===== config.mk =====
export PLATFORM = sky130hd
export DESIGN_NAME = multi_tick_generator
export DESIGN_NICKNAME = d
export VERILOG_FILES = /design/src/rtl/multi_tick_generator.sv
export SDC_FILE = /design/constraint.sdc
export NUM_CORES = 1
export LEC_CHECK = 0
export CAP_MARGIN = 5
export CORE_MARGIN = 4
export CORE_UTILIZATION = 32
export DETAILED_ROUTE_END_ITERATION = 16
export GPL_TIMING_DRIVEN = 0
export PLACE_DENSITY_LB_ADDON = 0.15
export REMOVE_ABC_BUFFERS = 1
export SLEW_MARGIN = 20
export SYNTH_ARGS = -nofsm -noshare
export SYNTH_HDL_FRONTEND = slang
export SYNTH_SLANG_ARGS = --single-unit

===== constraint.sdc =====
create_clock -name clk -period 12.31 [get_ports clk]
set_clock_uncertainty 0.2 [all_clocks]
set_input_delay 2.462 -clock clk [delete_from_list [all_inputs] [get_ports clk]]
set_output_delay 2.462 -clock clk [all_outputs]
set_load 0.05 [all_outputs]

===== src/rtl/multi_tick_generator.sv =====
// N_CH independent programmable tick (strobe) generators with periodic/one-shot modes and a
// valid/ready config port whose updates are applied only at period boundaries or while idle.
module multi_tick_generator #(
  parameter int unsigned N_CH        = 4,
  parameter int unsigned WIDTH       = 32,
  parameter int unsigned DEFAULT_DIV = 1000,
  localparam int unsigned CH_W       = (N_CH > 1) ? $clog2(N_CH) : 1
) (
  input  logic              clk,
  input  logic              rst_n,
  input  logic              en,
  input  logic [N_CH-1:0]   ch_en,
  input  logic              sync,
  input  logic              cfg_valid,
  output logic              cfg_ready,
  input  logic [CH_W-1:0]   cfg_ch,
  input  logic [WIDTH-1:0]  cfg_div,
  input  logic              cfg_oneshot,
  output logic              cfg_err,
  output logic [N_CH-1:0]   tick,
  output logic [N_CH-1:0]   done
);

  logic              w_ch_valid;
  logic              w_accept;
  logic [WIDTH-1:0]  w_cfg_div;
  logic [N_CH-1:0]   w_pending;
  logic              r_cfg_err;

  assign w_ch_valid = (32'(cfg_ch) < N_CH);
  assign w_cfg_div  = (cfg_div == '0) ? WIDTH'(1) : cfg_div;

  // Out-of-range requests are always accepted so the requester never stalls on a bad index.
  always_comb begin
    cfg_ready = 1'b1;
    if (w_ch_valid) begin
      cfg_ready = ~w_pending[cfg_ch];
    end
  end

  assign w_accept = cfg_valid & cfg_ready;

  always_ff @(posedge clk or negedge rst_n) begin
    if (!rst_n) begin
      r_cfg_err <= 1'b0;
    end else begin
      r_cfg_err <= cfg_valid & ~w_ch_valid;
    end
  end

  assign cfg_err = r_cfg_err;

  for (genvar i = 0; i < N_CH; i++) begin : g_ch
    logic [WIDTH-1:0] r_count;
    logic [WIDTH-1:0] r_div;
    logic [WIDTH-1:0] r_sh_div;
    logic             r_oneshot;
    logic             r_sh_oneshot;
    logic             r_pending;
    logic             r_tick;
    logic             r_done;
    logic             w_active;
    logic             w_roll;
    logic             w_commit;
    logic             w_load;

    assign w_active = en & ch_en[i] & ~r_done;
    assign w_roll   = w_active & (r_count == (r_div - WIDTH'(1)));
    assign w_commit = r_pending & (sync | ~w_active | w_roll);
    assign w_load   = w_accept & w_ch_valid & (cfg_ch == CH_W'(i));

    always_ff @(posedge clk or negedge rst_n) begin
      if (!rst_n) begin
        r_count      <= '0;
        r_div        <= WIDTH'(DEFAULT_DIV);
        r_sh_div     <= WIDTH'(DEFAULT_DIV);
        r_oneshot    <= 1'b0;
        r_sh_oneshot <= 1'b0;
        r_pending    <= 1'b0;
        r_tick       <= 1'b0;
        r_done       <= 1'b0;
      end else begin
        if (w_commit) begin
          r_div     <= r_sh_div;
          r_oneshot <= r_sh_oneshot;
          r_pending <= 1'b0;
        end
        // A same-edge load lands after the commit, so the new data stays pending.
        if (w_load) begin
          r_sh_div     <= w_cfg_div;
          r_sh_oneshot <= cfg_oneshot;
          r_pending    <= 1'b1;
        end

        if (sync) begin
          r_count <= '0;
          r_tick  <= 1'b0;
          r_done  <= 1'b0;
        end else if (w_commit) begin
          // A rollover commit still emits the tick that closes the old period.
          r_count <= '0;
          r_tick  <= w_roll;
          r_done  <= 1'b0;
        end else if (w_active) begin
          if (w_roll) begin
            r_count <= '0;
            r_tick  <= 1'b1;
            r_done  <= r_oneshot;
          end else begin
            r_count <= r_count + WIDTH'(1);
            r_tick  <= 1'b0;
          end
        end else begin
          r_tick <= 1'b0;
          if (!ch_en[i]) begin
            r_done <= 1'b0;
          end
        end
      end
    end

    assign tick[i]      = r_tick;
    assign done[i]      = r_done;
    assign w_pending[i] = r_pending;
  end

endmodule


==> results.json <==
{
  "slowest_delay_ps": 940,
  "grt_start_max_net_pins": 97,
  "cts_max_path_buffers": 3,
  "criticalPathCategory": "in -> reg",
  "grt_pass1_wl_mm": 105,
  "synthFlopType": "dfrtp_1",
  "final.period_utilization_pct": 64.0,
  "yosysWarnings": 0,
  "die_h_um": 278,
  "initial_core_util_pct": 32.4,
  "cts-root-buf": "clkbuf_16",
  "clkTransAtPathRegs_ps": 60,
  "synthTopCellsByArea": "dfrtp_1 (38%), mux2_2 (7.0%), dfstp_2 (5.4%)",
  "cts_tree": "done",
  "worstMarginPinSlew_ps": 1160,
  "wl_per_cell_um": 20.8,
  "gp_routability_congestion": 0.867,
  "cts_resized": 0,
  "required_ps": 12570,
  "period_needed_ps": 7880,
  "clk_latency_ps": 590,
  "yosysTopAreaCell": "dfrtp_1",
  "busiest_layer": "met2",
  "overflow": 0,
  "finalSetupViolations": 0,
  "synth_cell_types": 92,
  "fmaxAchievable_mhz": 127,
  "viasPerCell": 5.51,
  "ys_ff_latch": 404,
  "grt_use_met3_pct": 2.10,
  "synth_edf_count": 0,
  "ys_seq_area_share_pct": 43.7,
  "hold_class": "reg -> reg",
  "syn_inst": 2268,
  "fp.dieW_um": 278,
  "drive_gt1_share_pct": 18.9,
  "drt-total-wl_mm": 67.5,
  "track_usage_pct": 17.0,
  "slew_headroom_pct": 22.6,
  "arrival_ps": 8140,
  "core-area_um2": 71700,
  "vdd_drop_max_v": 0.0000929,
  "maxCapViolCount": 0,
  "synth.cell_area_um2": 23300,
  "status": "finished clean",
  "dp_slack_ps": 3700,
  "syn2layout_area_growth_pct": 14.0,
  "io_buffer_count": 52,
  "rsz0062_at_grt": "no",
  "cp_cell_sequence": "clkdlybuf4s50_1, nand3b_1, a2111oi_0, nand3_1, nor4b_1, nand4_1, nor4b_2, or2_1, nand2_2, mux2_1",
  "synthArstFlopShare_pct": 100,
  "cts_num_sinks": 404,
  "syn_avg_cell_area_um2": 10.3,
  "crit_slowest_cell": "clkdlybuf4s50_1",
  "io_pins": 54,
  "num_rows": 98,
  "hold_viol": 0,
  "cts_setup_buffers": 0,
  "layout_setup_ws_ps": 4430,
  "grt_util_met1_pct": 24.9,
  "antenna_found_initial": 5,
  "drt_iter0_markers": 1366,
  "antenna_left": 0,
  "finalPower_mw": 4.60,
  "cts_htree_levels": 2,
  "finalMaxSlewViolations": 0,
  "grtUsageMet2_pct": 26.7,
  "yosys.area.top_type_share_pct": 38.3,
  "route.detailed.drc": 0,
  "nets": 2315,
  "worstPathMaxFanout": 33,
  "cts_made_buffers": 48,
  "power_density_nw_per_um2": 173,
  "vias": 17900,
  "first_pass_iters": 5,
  "ctsHoldBuffers": 0,
  "grt_pass1_vias": 17500,
  "die_area_um2": 77100,
  "hpwlAfterDp_mm": 48.2,
  "fillCellCount": 7096,
  "leakage_nw": 10.2,
  "cp-end-kind": "register",
  "cp-start-kind": "input pin"
}
==> path summary, 6_finish.rpt <==
path / depth (start not counted) / slack (ps) / end / from
worst max-delay path: 10 / 4430 / g_ch[1].r_div[29]$_DFFE_PN0P_ / en
worst min-delay path: 2 / 280 / g_ch[3].r_sh_div[0]$_DFFE_PN0P_ / g_ch[3].r_sh_div[0]$_DFFE_PN0P_
worst max register to register: 9 / 6110 / g_ch[1].r_div[29]$_DFFE_PN0P_ / g_ch[1].r_div[0]$_DFFE_PN0P_
worst min register to register: 2 / 280 / g_ch[3].r_sh_div[0]$_DFFE_PN0P_ / g_ch[3].r_sh_div[0]$_DFFE_PN0P_
max in group asynchronous: 3 / 9090 / g_ch[2].r_div[3]$_DFFE_PN1P_ / rst_n
min in group asynchronous: 1 / 1540 / g_ch[0].r_count[29]$_DFFE_PN0P_ / rst_n
==> state kept, by name, summed over array words and instances, names as in the netlist <==
name	flops
g_ch.r_sh_oneshot	4
g_ch.r_pending	4
g_ch.r_sh_div	128
g_ch.r_count	128
g_ch.r_oneshot	4
g_ch.r_div	128
g_ch.r_done	4
g_ch.r_tick	4
==> kinds of logic after synthesis <==
family	count (synthesis)	share of synthesized area [%]
AO/OA/AOI/OAI	310	9.76
XOR/XNOR	153	5.76
adder cells (fa/ha/maj)	8	0.430
buffers and inverters	197	3.68
flip-flops	404	43.7
multiplexers	302	15.4
other	1	0.0161
AND/OR/NAND/NOR	893	21.2
==> per-layer routing <==
| layer | wire, µm | part of all wire (%) | up-vias |
|---|---|---|---|
| li1 | - | - | 8485 |
| met1 | 33200 | 49 | 9005 |
| met2 | 30000 | 44 | 350 |
| met3 | 2670 | 4.0 | 82 |
| met4 | 1620 | 2.4 | 0 |
| met5 | 0 | 0 | - |
==> power breakdown <==
group          switching, mW  internal [mW]
logic                  0.536          0.561
registers              0.375           1.63
clock network          0.584          0.910
==> cell type report <==
class	count	area [µm²]	share of cell area, %
well taps	950	1190	4.48
clock inverters	17	244	0.920
flip-flops and latches	404	10200	38.4
inverters	47	176	0.665
clock buffers	71	1400	5.28
multi-input cells	1667	12300	46.5
repair buffers	95	997	3.76
diodes	1	2.50	0.00944
==> worst max-delay path: cells and delay by family <==
| kind | cells | cell delay (ps) |
|---|---|---|
| mux | 1 | 550 |
| compound gates | 1 | 720 |
| buf+inv | 1 | 940 |
| simple gates | 7 | 3420 |
==> stage by stage <==
stage / utilization [%] / TNS (ps) / hold WS [ps] / cell area, µm² / std cells
after floorplan: - / 0 / 243 / 22600 / 2118
after global placement: 33.9 / -3700760 / 262 / 24300 / 3120
after detailed placement: 34.7 / 0 / 267 / 24900 / 3163
after CTS: 37.0 / 0 / 276 / 26500 / 3251
after global routing: 37.0 / 0 / 305 / 26500 / 3251
final: 37.0 / 0 / 277 / 26500 / 3252
==> cells in the mapped netlist (all sizes together), types with 12 or more instances <==
cell and number:
buf 40, nor2 98, or4 28, a31oi 41, nand4b 12, o211ai 14, nand2 189, a21oi 31
o311ai 51, nand3b 29, or3 47, xnor2 89, nand3 130, or2 20, xor2 64, clkbuf 110
dfrtp 356, nor4 62, o21ai 54, nor2b 16, and3 33, nand4 90, inv 47, nor3 70
dfstp 48, mux2i 37, nand2b 14, mux2 264
==> layout by cell type (no fill, tap or decap), drive strengths merged, types with 33 or more instances in the layout <==
| master | netlist | layout |
|---|---|---|
| dfrtp | 356 | 356 |
| mux2 | 264 | 264 |
| nand2 | 189 | 189 |
| nand3 | 130 | 130 |
| nor2 | 98 | 98 |
| nand4 | 90 | 90 |
| xnor2 | 89 | 89 |
| clkbuf | 110 | 71 |
| nor3 | 70 | 70 |
| xor2 | 64 | 64 |
| nor4 | 62 | 62 |
| o21ai | 54 | 54 |
| o311ai | 51 | 51 |
| clkdlybuf4s50 | 0 | 50 |
| dfstp | 48 | 48 |
| inv | 47 | 47 |
| or3 | 47 | 47 |
| buf | 40 | 45 |
| a31oi | 41 | 41 |
| mux2i | 37 | 37 |
| and3 | 33 | 33 |
(Power assumes the default switching activity.)
